<file path="config.mk">
export PLATFORM = sky130hd
export DESIGN_NAME = cla_mp_add_seq_flat
export DESIGN_NICKNAME = d
export VERILOG_FILES = /design/src/rtl/cla_mp_add_seq_if.sv /design/src/rtl/cla_mp_add_seq.sv /design/src/flat_wrapper.sv
export SDC_FILE = /design/constraint.sdc
export NUM_CORES = 1
export LEC_CHECK = 0
export CORE_AREA = 2 2 51 89
export CTS_BUF_LIST = sky130_fd_sc_hd__clkbuf_16
export CTS_CLUSTER_SIZE = 20
export DETAILED_ROUTE_END_ITERATION = 16
export DIE_AREA = 0 0 53 91
export GPL_TIMING_DRIVEN = 0
export HOLD_SLACK_MARGIN = 0.05
export PLACE_DENSITY = 0.84
export SETUP_SLACK_MARGIN = 0.02
export SYNTH_ARGS = -nofsm -noshare
export SYNTH_HDL_FRONTEND = slang
export SYNTH_SLANG_ARGS = --single-unit
</file>
<file path="constraint.sdc">
create_clock -name clk -period 6.7 [get_ports clk]
set_clock_uncertainty 0.1 [all_clocks]
set_input_delay 1.005 -clock clk [delete_from_list [all_inputs] [get_ports clk]]
set_output_delay 1.005 -clock clk [all_outputs]
set_load 0.01 [all_outputs]
</file>
<file path="src/rtl/cla_mp_add_seq_if.sv">
// Handshake bundle for the multi-precision add sequencer: command, operand stream and result stream.
// With CLA_MP_SUB_EN defined the command also carries cmd_sub.
interface cla_mp_add_seq_if #(
    parameter int LEN_W = 4
) ();
    logic             cmd_valid;
    logic             cmd_ready;
    logic [LEN_W-1:0] cmd_len;
    logic             cmd_cin;
`ifdef CLA_MP_SUB_EN
    logic             cmd_sub;
`endif
    logic             in_valid;
    logic             in_ready;
    logic [15:0]      in_a;
    logic [15:0]      in_b;
    logic             out_valid;
    logic             out_ready;
    logic [15:0]      out_sum;
    logic             out_last;
    logic             out_cout;
    logic             busy;
    logic             err_len;

    modport master (
`ifdef CLA_MP_SUB_EN
        output cmd_sub,
`endif
        output cmd_valid, cmd_len, cmd_cin, in_valid, in_a, in_b, out_ready,
        input  cmd_ready, in_ready, out_valid, out_sum, out_last, out_cout, busy, err_len
    );

    modport slave (
`ifdef CLA_MP_SUB_EN
        input  cmd_sub,
`endif
        input  cmd_valid, cmd_len, cmd_cin, in_valid, in_a, in_b, out_ready,
        output cmd_ready, in_ready, out_valid, out_sum, out_last, out_cout, busy, err_len
    );
endinterface

</file>
<file path="src/rtl/cla_mp_add_seq.sv">
// Multi-precision add sequencer: streams 16-bit word pairs LSW first through one 16-bit CLA,
// carrying between words in a register. Define CLA_MP_SUB_EN to add the cmd_sub subtract mode.
module CLA_Adder_16bit (
    input  logic [15:0] a,
    input  logic [15:0] b,
    input  logic        cin,
    output logic [15:0] s,
    output logic        cout
);
    // Returns carries c[4:0] of a 4-wide lookahead block, c[0] being the block carry-in.
    function automatic logic [4:0] cla4(input logic [3:0] g, input logic [3:0] p, input logic c0);
        logic [4:0] c;
        c[0] = c0;
        c[1] = g[0] | (p[0] & c0);
        c[2] = g[1] | (p[1] & g[0]) | (p[1] & p[0] & c0);
        c[3] = g[2] | (p[2] & g[1]) | (p[2] & p[1] & g[0]) | (p[2] & p[1] & p[0] & c0);
        c[4] = g[3] | (p[3] & g[2]) | (p[3] & p[2] & g[1]) | (p[3] & p[2] & p[1] & g[0])
             | (p[3] & p[2] & p[1] & p[0] & c0);
        return c;
    endfunction

    logic [15:0] g, p, c;
    logic [3:0]  gg, gp;
    logic [4:0]  cb;
    logic [4:0]  cblk;

    always_comb begin
        g    = a & b;
        p    = a ^ b;
        gg   = '0;
        gp   = '0;
        c    = '0;
        cblk = '0;
        for (int k = 0; k < 4; k++) begin
            gg[k] = g[4*k+3] | (p[4*k+3] & g[4*k+2]) | (p[4*k+3] & p[4*k+2] & g[4*k+1])
                  | (p[4*k+3] & p[4*k+2] & p[4*k+1] & g[4*k]);
            gp[k] = &p[4*k +: 4];
        end
        cb = cla4(gg, gp, cin);
        for (int k = 0; k < 4; k++) begin
            cblk       = cla4(g[4*k +: 4], p[4*k +: 4], cb[k]);
            c[4*k +: 4] = cblk[3:0];
        end
        s    = p ^ c;
        cout = cb[4];
    end
endmodule

module cla_mp_add_seq #(
    parameter int MAX_WORDS = 8,
    parameter int LEN_W     = 4
) (
    input  logic clk,
    input  logic rst,
    cla_mp_add_seq_if.slave bus
);
    typedef enum logic [1:0] {IDLE, RUN, FLUSH} state_t;

    localparam logic [LEN_W-1:0] MAX_LEN = LEN_W'(MAX_WORDS);
    localparam logic [LEN_W-1:0] ONE     = LEN_W'(1);

    state_t           state;
    logic             carry_reg;
    logic [LEN_W-1:0] word_cnt;
    logic [LEN_W-1:0] len_reg;
    logic [15:0]      b_p0;
    logic [15:0]      sum_p0;
    logic             cout_p0;
    logic             in_fire;
    logic             out_fire;
    logic             last_word;
    logic             len_bad;

`ifdef CLA_MP_SUB_EN
    logic             sub_reg;
    assign b_p0 = sub_reg ? ~bus.in_b : bus.in_b;
`else
    assign b_p0 = bus.in_b;
`endif

    CLA_Adder_16bit u_add (
        .a    (bus.in_a),
        .b    (b_p0),
        .cin  (carry_reg),
        .s    (sum_p0),
        .cout (cout_p0)
    );

    assign bus.cmd_ready = (state == IDLE);
    assign bus.busy      = (state != IDLE);
    assign bus.in_ready  = (state == RUN) && (!bus.out_valid || bus.out_ready);
    assign in_fire       = bus.in_valid && bus.in_ready;
    assign out_fire      = bus.out_valid && bus.out_ready;
    assign last_word     = (word_cnt == len_reg - ONE);
    assign len_bad       = (bus.cmd_len == '0) || (bus.cmd_len > MAX_LEN);

    // Adder stage -> output register; carry_reg is the only path between words.
    always_ff @(posedge clk) begin
        if (rst) begin
            state         <= IDLE;
            carry_reg     <= 1'b0;
            word_cnt      <= '0;
            len_reg       <= '0;
            bus.out_valid <= 1'b0;
            bus.out_sum   <= '0;
            bus.out_last  <= 1'b0;
            bus.out_cout  <= 1'b0;
            bus.err_len   <= 1'b0;
`ifdef CLA_MP_SUB_EN
            sub_reg       <= 1'b0;
`endif
        end else begin
            bus.err_len <= 1'b0;
            if (out_fire) begin
                bus.out_valid <= 1'b0;
                bus.out_last  <= 1'b0;
                bus.out_cout  <= 1'b0;
            end
            case (state)
                IDLE: begin
                    if (bus.cmd_valid) begin
                        if (len_bad) begin
                            bus.err_len <= 1'b1;
                        end else begin
                            len_reg  <= bus.cmd_len;
                            word_cnt <= '0;
                            state    <= RUN;
`ifdef CLA_MP_SUB_EN
                            sub_reg   <= bus.cmd_sub;
                            carry_reg <= bus.cmd_sub ? 1'b1 : bus.cmd_cin;
`else
                            carry_reg <= bus.cmd_cin;
`endif
                        end
                    end
                end
                RUN: begin
                    if (in_fire) begin
                        bus.out_sum   <= sum_p0;
                        bus.out_valid <= 1'b1;
                        carry_reg     <= cout_p0;
                        word_cnt      <= word_cnt + ONE;
                        bus.out_last  <= last_word;
                        bus.out_cout  <= last_word ? cout_p0 : 1'b0;
                        if (last_word) state <= FLUSH;
                    end
                end
                FLUSH: begin
                    if (out_fire) state <= IDLE;
                end
                default: state <= IDLE;
            endcase
        end
    end
endmodule

</file>
<file path="src/flat_wrapper.sv">
// flat-port wrapper written by rule: the top's interface ports become plain ports
module cla_mp_add_seq_flat 
#(
    parameter int MAX_WORDS = 8,
    parameter int LEN_W     = 4
)
  (clk, rst, bus_cmd_valid, bus_cmd_len, bus_cmd_cin, bus_in_valid, bus_in_a, bus_in_b, bus_out_ready, bus_cmd_ready, bus_in_ready, bus_out_valid, bus_out_sum, bus_out_last, bus_out_cout, bus_busy, bus_err_len);
  cla_mp_add_seq_if #(.LEN_W(LEN_W)) bus_i ();
  input  logic clk;
  input  logic rst;
  input wire logic [$bits(bus_i.cmd_valid)-1:0] bus_cmd_valid;
  input wire logic [$bits(bus_i.cmd_len)-1:0] bus_cmd_len;
  input wire logic [$bits(bus_i.cmd_cin)-1:0] bus_cmd_cin;
  input wire logic [$bits(bus_i.in_valid)-1:0] bus_in_valid;
  input wire logic [$bits(bus_i.in_a)-1:0] bus_in_a;
  input wire logic [$bits(bus_i.in_b)-1:0] bus_in_b;
  input wire logic [$bits(bus_i.out_ready)-1:0] bus_out_ready;
  output wire logic [$bits(bus_i.cmd_ready)-1:0] bus_cmd_ready;
  output wire logic [$bits(bus_i.in_ready)-1:0] bus_in_ready;
  output wire logic [$bits(bus_i.out_valid)-1:0] bus_out_valid;
  output wire logic [$bits(bus_i.out_sum)-1:0] bus_out_sum;
  output wire logic [$bits(bus_i.out_last)-1:0] bus_out_last;
  output wire logic [$bits(bus_i.out_cout)-1:0] bus_out_cout;
  output wire logic [$bits(bus_i.busy)-1:0] bus_busy;
  output wire logic [$bits(bus_i.err_len)-1:0] bus_err_len;
  assign bus_i.cmd_valid = bus_cmd_valid;
  assign bus_i.cmd_len = bus_cmd_len;
  assign bus_i.cmd_cin = bus_cmd_cin;
  assign bus_i.in_valid = bus_in_valid;
  assign bus_i.in_a = bus_in_a;
  assign bus_i.in_b = bus_in_b;
  assign bus_i.out_ready = bus_out_ready;
  assign bus_cmd_ready = bus_i.cmd_ready;
  assign bus_in_ready = bus_i.in_ready;
  assign bus_out_valid = bus_i.out_valid;
  assign bus_out_sum = bus_i.out_sum;
  assign bus_out_last = bus_i.out_last;
  assign bus_out_cout = bus_i.out_cout;
  assign bus_busy = bus_i.busy;
  assign bus_err_len = bus_i.err_len;
  cla_mp_add_seq #(.MAX_WORDS(MAX_WORDS), .LEN_W(LEN_W)) u_core (.clk(clk), .rst(rst), .bus(bus_i));
endmodule
</file>
==> metrics.md, run 1 <==
| Metric | Value |
|---|---|
| Status | complete, no violations |
| Worst Path Arrival | 2380 ps |
| Post-Syn Area | 0.002009 sq mm |
| PD cells | 194.0 mW/mm^2 |
| Crit-path cells | clkdlybuf4s50_1 -> nor2b_1 -> nor3b_1 -> clkdlybuf4s50_1 |
| Max_cap viols | 0 |
| Die width | 53 microns |
| Measured slew at the worst slew-check pin | 725.5 ps |
| Tot GR Track Use | 24.33% |
| P&R area growth vs syn | 41.59% |
| Slew HR | 51.46% |
| Worst path max stage delay | 580 ps |
| Hold depth | 2 |
| Critical Path Fanout Max | 3 |
| Yosys top cell by area | dfxtp_1 |
| Row cnt | 31 |
| Setup Viol. Count Final | 0 |
| R2R depth | 7 |
| Skew-Pair Late Insertion Delay | 280 ps |
| Yosys Warn Count | 0 |
| Post-Place Cell Area | 0.002711 sq mm |
| P_leak | 1.113 nW |
| Post-CTS resize count | 0 |
| EDFF count, synth | 0 |
| Share of post-route cells with drive strength above 1 | 3.822% |
| Synth cell types | 43 |
| Final Max Tran Viols | 0 |
| Final hold viol count | 0 |
| Sequential area share after synthesis | 30.88% |
| CP endpoint kind | primary output |
| Hold-fix buffers, CTS | 0 |
| Syn_area_per_cell | 8.269 sq um |
| Post-CTS setup repair buffer count | 0 |
| Die area | 0.004823 sq mm |
| Synth top area share | 30.88% |
| CTS max path bufs | 2 |
| IO Count | 65 |
| Setup TNS | 0 ps |
| Vias in the first global route | 2072 |
| Fillers | 362 |
| Worst EP required | 5590 ps |
| Starting density of the core | 49.34% |
| ANT cells | 0 |
| Worst-path clk slew | 50 ps |
| Critical path type | input port to primary output |
| Synth cell count leaders | dfxtp_1, nand2_1, nor2_1 |
| Core footprint | 0.004073 sq mm |
| Setup crit start kind | input port |
| Global-route wire length before repair | 8.811 mm |
| Placer Congestion | 0.8669 |
| Net Count, Synth | 307 |
| Clk sinks | 31 |
| Max reg flops | 16 |
| WL/cell | 14.78 microns |
| Min Tclk post-route | 3481 ps |
| RSZ-0062 raised after global routing | false |
| IO Port Bufs | 64 |
| ANT nets after route | 0 |
| DRC viols | 0 |
| Top-count cell post-synth | dfxtp_1 |
| CTS buffer count | 5 |
| #FFs+latches synth | 31 |
| Main area contributors after synthesis | dfxtp_1, ha_1, a21oi_1, nand2_1, xnor2_1 |
| Vias per cell | 5.645 |
| Post-synth ARST share | 0% |
| Worst VDD drop | 202.8 uV |
| Final Util | 69.86% |
| Initial DRC count | 53 |
| Synth Instances | 243 |
| CTS tree | built |
| Hold WC Path Type | flip-flop to flip-flop |
| CTS Root Cell | clkbuf_16 |
| Antenna violations before repair | 0 |
| R2R Setup Slk | 4570 ps |
| Largest net degree at the start of global routing | 11 |
| Final instance area | 0.002845 sq mm |
| FF+latch area | 620.6 sq um |
| First-pass DRT Iterations | 4 |
| Synth Flop Type | dfxtp_1 |
| Multi-input combinational cell area | 0.001313 sq mm |
| CP dominant cell by count | clkdlybuf4s50_1 |
| Detailed-placement wirelength estimate | 4.153 mm |
| Nets@finish | 378 |
| Grt ovf | 0 |
| DIE HEIGHT | 91 microns |
| CP max stage cell | clkdlybuf4s50_1 |
| Final wirelength | 5.365 mm |
| Fin crit share | 51.95% |
| FMAX | 287.3 MHz |
| Vias after detailed routing | 2049 |
| H-tree depth | 2 |
kinds of logic (layout without fill, tap and decap cells):
kind of cell             Yosys count  count (layout)  share of synthesized area, %
flip-flops                        31              31                         30.88
XOR/XNOR                          14              14                         6.102
multiplexers                       5               5                         2.491
AND/OR/NAND/NOR                   94              94                         22.66
buffers and inverters             18              89                         3.798
adder cells (fa/ha/maj)           22              22                         15.19
AO/OA/AOI/OAI                     59              59                         18.87
layer usage:
metal  wire (microns)  GRT usage (%)  vias to the layer above
met4              191          13.03                        0
li1                 -              -                     1020
met3              265          5.921                       19
met2             2960          43.96                       59
met1             1948          23.83                      951
met5                0              0                        -
final timing paths:
kind / startpoint / to
setup reg to reg: u_core.carry_reg / u_core.bus.out_sum[13]
hold / removal: u_core.bus.out_sum[1] / u_core.bus.out_sum[1]
setup / recovery: bus_out_ready / bus_in_ready
hold reg to reg: u_core.bus.out_sum[1] / u_core.bus.out_sum[1]
power breakdown:
part	internal, mW	switching [mW]
Combinational	0.0746	0.0692
Clock	0.133	0.0767
Sequential	0.193	0.00560
Total	0.401	0.151
layout make-up:
type / count / share of cell area, %
buffer: 8 / 1.363
multi-input combinational: 194 / 46.13
clock inverter: 2 / 0.3078
timing repair buffer: 64 / 22.52
tap: 49 / 2.155
inverter: 10 / 1.319
clock buffer: 5 / 4.398
sequential: 31 / 21.81
cells in the final DEF (no fill, tap or decap), types with 2 or more instances in the layout:
cell and instances:
a211oi_1 8, a21o_1 4, a21oi_1 22, a31oi_1 2
and3_1 3, clkbuf_1 6, clkbuf_16 5, clkdlybuf4s50_1 64
dfxtp_1 31, fa_1 4, ha_1 18, inv_1 10
mux2i_1 5, nand2_1 26, nand2b_1 3, nand3_1 7
nand3b_1 3, nand4_1 3, nor2_1 23, nor2b_1 3
nor3_1 13, nor3b_1 2, nor4b_1 2, o21ai_0 9
o31ai_1 2, or3_1 2, or4_1 2, xnor2_1 10
xor2_1 4
worst max-delay path, delay by kind of cell:
family,cells,cell delay [ps]
and+or+nand+nor,2,300
buffers and inverters,2,1070
metrics by stage:
stage | std cells | setup slack [ps] | total power [mW] | hold WS (ps)
CTS | 363 | 3224 | 0.5527 | 360.8
finish | 363 | 3219 | 0.5521 | 356.1
global placement | 356 | 3119 | 0.3407 | 339.0
floorplan | 243 | 3710 | 0.2844 | 376.1
global route | 363 | 3160 | 0.5774 | 382.0
detailed placement | 356 | 3094 | 0.3450 | 353.5
No activity file was read; power rests on OpenSTA's default activity.
==> run 2: changes to the inputs <==
CORE_AREA = 2 2 53 93   (was 2 2 51 89)
DIE_AREA = 0 0 55 95   (was 0 0 53 91)
PLACE_DENSITY = 0.78   (was 0.84)
clock period = 3.3 ns   (was 6.7 ns; I/O delays follow)
==> metrics.md, run 2 (synthesized netlist as in run 1, its figures left out) <==
| Metric | Value |
|---|---|
| Placer Congestion | 0.8439 (-2.7%) |
| Starting density of the core | 44.24% (-5.1 points) |
| ANT nets after route | 0 (unchanged) |
| FMAX | 354.2 MHz |
| Share of post-route cells with drive strength above 1 | 3.492% (-0.33 points) |
| Largest net degree at the start of global routing | 11 (unchanged) |
| P_sw | 0.3031 mW (+100%) |
| Vias per cell | 5.488 (-2.8%) |
| Die width | 55 microns (+3.8%) |
| Hold slack | 349.5 ps (-6.591 ps) |
| P_leak | 1.116 nW (+0.27%) |
| Placed Instances | 359 (+0.84%) |
| DIE HEIGHT | 95 microns (+4.4%) |
| Worst Path Arrival | 2900 ps (+520 ps) |
| Post-CTS setup repair buffer count | 0 (unchanged) |
| H-tree depth | 2 (unchanged) |
| RSZ-0062 raised after global routing | false |
| Fin crit share | 85.55% |
| Row cnt | 33 (+6.5%) |
| DRC viols | 0 (unchanged) |
| Max_cap viols | 0 (unchanged) |
| Global-route wire length before repair | 8.355 mm (-5.2%) |
| First-pass DRT Iterations | 4 (unchanged) |
| WL/cell | 14.30 microns (-3.2%) |
| Final non-filler cell total | 367 (+1.1%) |
| Core footprint | 0.004542 sq mm (+12%) |
| CTS buffer count | 5 (unchanged) |
| Worst EP required | 3380 ps (-2210 ps) |
| Setup Viol. Count Final | 0 (unchanged) |
| Nets@finish | 378 (unchanged) |
| IO Count | 65 (unchanged) |
| Grt ovf | 0 (unchanged) |
| Share of power burned in the clock network | 37.9% (about the same) |
| Slew HR | 48.82% (-2.6 points) |
| Vias after detailed routing | 2014 (-1.7%) |
| Final wirelength | 5.249 mm (-2.2%) |
| Skew-Pair Late Insertion Delay | 270 ps (about the same) |
| Internal power | 0.8133 mW (+100%) |
| IO Port Bufs | 64 (unchanged) |
| Reg power frac | 36.1% (about the same) |
| Hold WC Path Type | flip-flop to flip-flop |
| CTS tree | built |
| Final instance area | 0.002851 sq mm (+0.22%) |
| CTS max path bufs | 2 (unchanged) |
| Antenna violations before repair | 0 (unchanged) |
| Logic pwr share | 26.0% (about the same) |
| Critical Path Fanout Max | 6 (+3) |
| Max reg flops | 16 (unchanged) |
| ANT cells | 0 (unchanged) |
| Commonest non-fill, non-tap cell in the layout | clkdlybuf4s50_1 |
| Measured slew at the worst slew-check pin | 764.9 ps (+39.40 ps) |
| PnR worst setup slack | 477.0 ps (-2742 ps) |
| Hold-fix buffers, CTS | 0 (unchanged) |
| Critical path type | input port to flip-flop |
| Min Tclk post-route | 2823 ps |
| Worst-path clk slew | 50 ps (about the same) |
| Clk sinks | 31 (unchanged) |
| Worst VDD drop | 383.9 uV (+89%) |
| Post-Place Cell Area | 0.002715 sq mm (+0.14%) |
| Vias in the first global route | 1970 (-4.9%) |
| Setup TNS | 0 ps (unchanged) |
| P&R area growth vs syn | 41.91% |
| Tot GR Track Use | 21.85% (-2.5 points) |
| Total power draw | 1.116 mW (+100%) |
| Status | complete, no violations |
| Initial DRC count | 34 (-36%) |
| CP endpoint kind | flip-flop |
| CTS Root Cell | clkbuf_16 |
| Final Max Tran Viols | 0 (unchanged) |
| Commonest cells after routing, fill and taps aside | clkdlybuf4s50_1, dfxtp_1, nand2_1 |
| Pre-CTS WS | 200.1 ps (-2894 ps) |
| Final Util | 62.78% (-7.1 points) |
| Post-CTS resize count | 0 (unchanged) |
| Setup crit start kind | input port |
| Final hold viol count | 0 (unchanged) |
| Die area | 0.005225 sq mm (+8.3%) |
| Detailed-placement wirelength estimate | 4.172 mm (+0.44%) |
| PD cells | 391.5 mW/mm^2 (+100%) |
| Sw Share | 27.15% (-0.28 points) |
==> run 2: cell type report <==
class / count / area [sq um]
inverters: 10 / 37.54
clock buffers: 5 / 125.1
multi-input cells: 194 / 1313
repair buffers: 64 / 640.6
fillers: 428 / 1690
well taps: 52 / 65.06
flip-flops and latches: 31 / 620.6
plain buffers: 8 / 38.79
clock inverters: 3 / 11.26
==> run 2: path summary, 6_finish.rpt <==
check                   startpoint                     end  slack [ps]  cells after the start
min          u_core.bus.out_sum[3]   u_core.bus.out_sum[3]         350                      2
max reg2reg        u_core.state[0]   u_core.bus.out_sum[6]        1160                      6
min reg2reg  u_core.bus.out_sum[3]   u_core.bus.out_sum[3]         350                      2
max                    bus_in_b[0]  u_core.bus.out_sum[13]         480                      9
==> run 2: critical path: stages <==
cell and delay [ps]:
clkdlybuf4s50_1 440, ha_1 320, a211oi_1 300, nor2_1 120, a21oi_2 300, a21oi_1 160
fa_1 400, xnor2_1 140, a211oi_1 230
==> run 2: layer usage <==
metal  part of all wire, %  global-route usage [%]  vias up
met5                     0                       0        -
met4                   1.9                   8.537        0
met3                   2.8                   4.272        8
met2                    58                   41.77       36
met1                    38                   21.30      956
li1                      -                       -     1014
==> run 2: power by group through the flow <==
stage	sequential, mW	clock, mW	combinational, mW
after floorplan	0.413	0	0.164
after global placement	0.410	0	0.284
after detailed placement	0.411	0	0.290
after CTS	0.403	0.431	0.292
after global routing	0.405	0.450	0.322
final	0.403	0.423	0.291
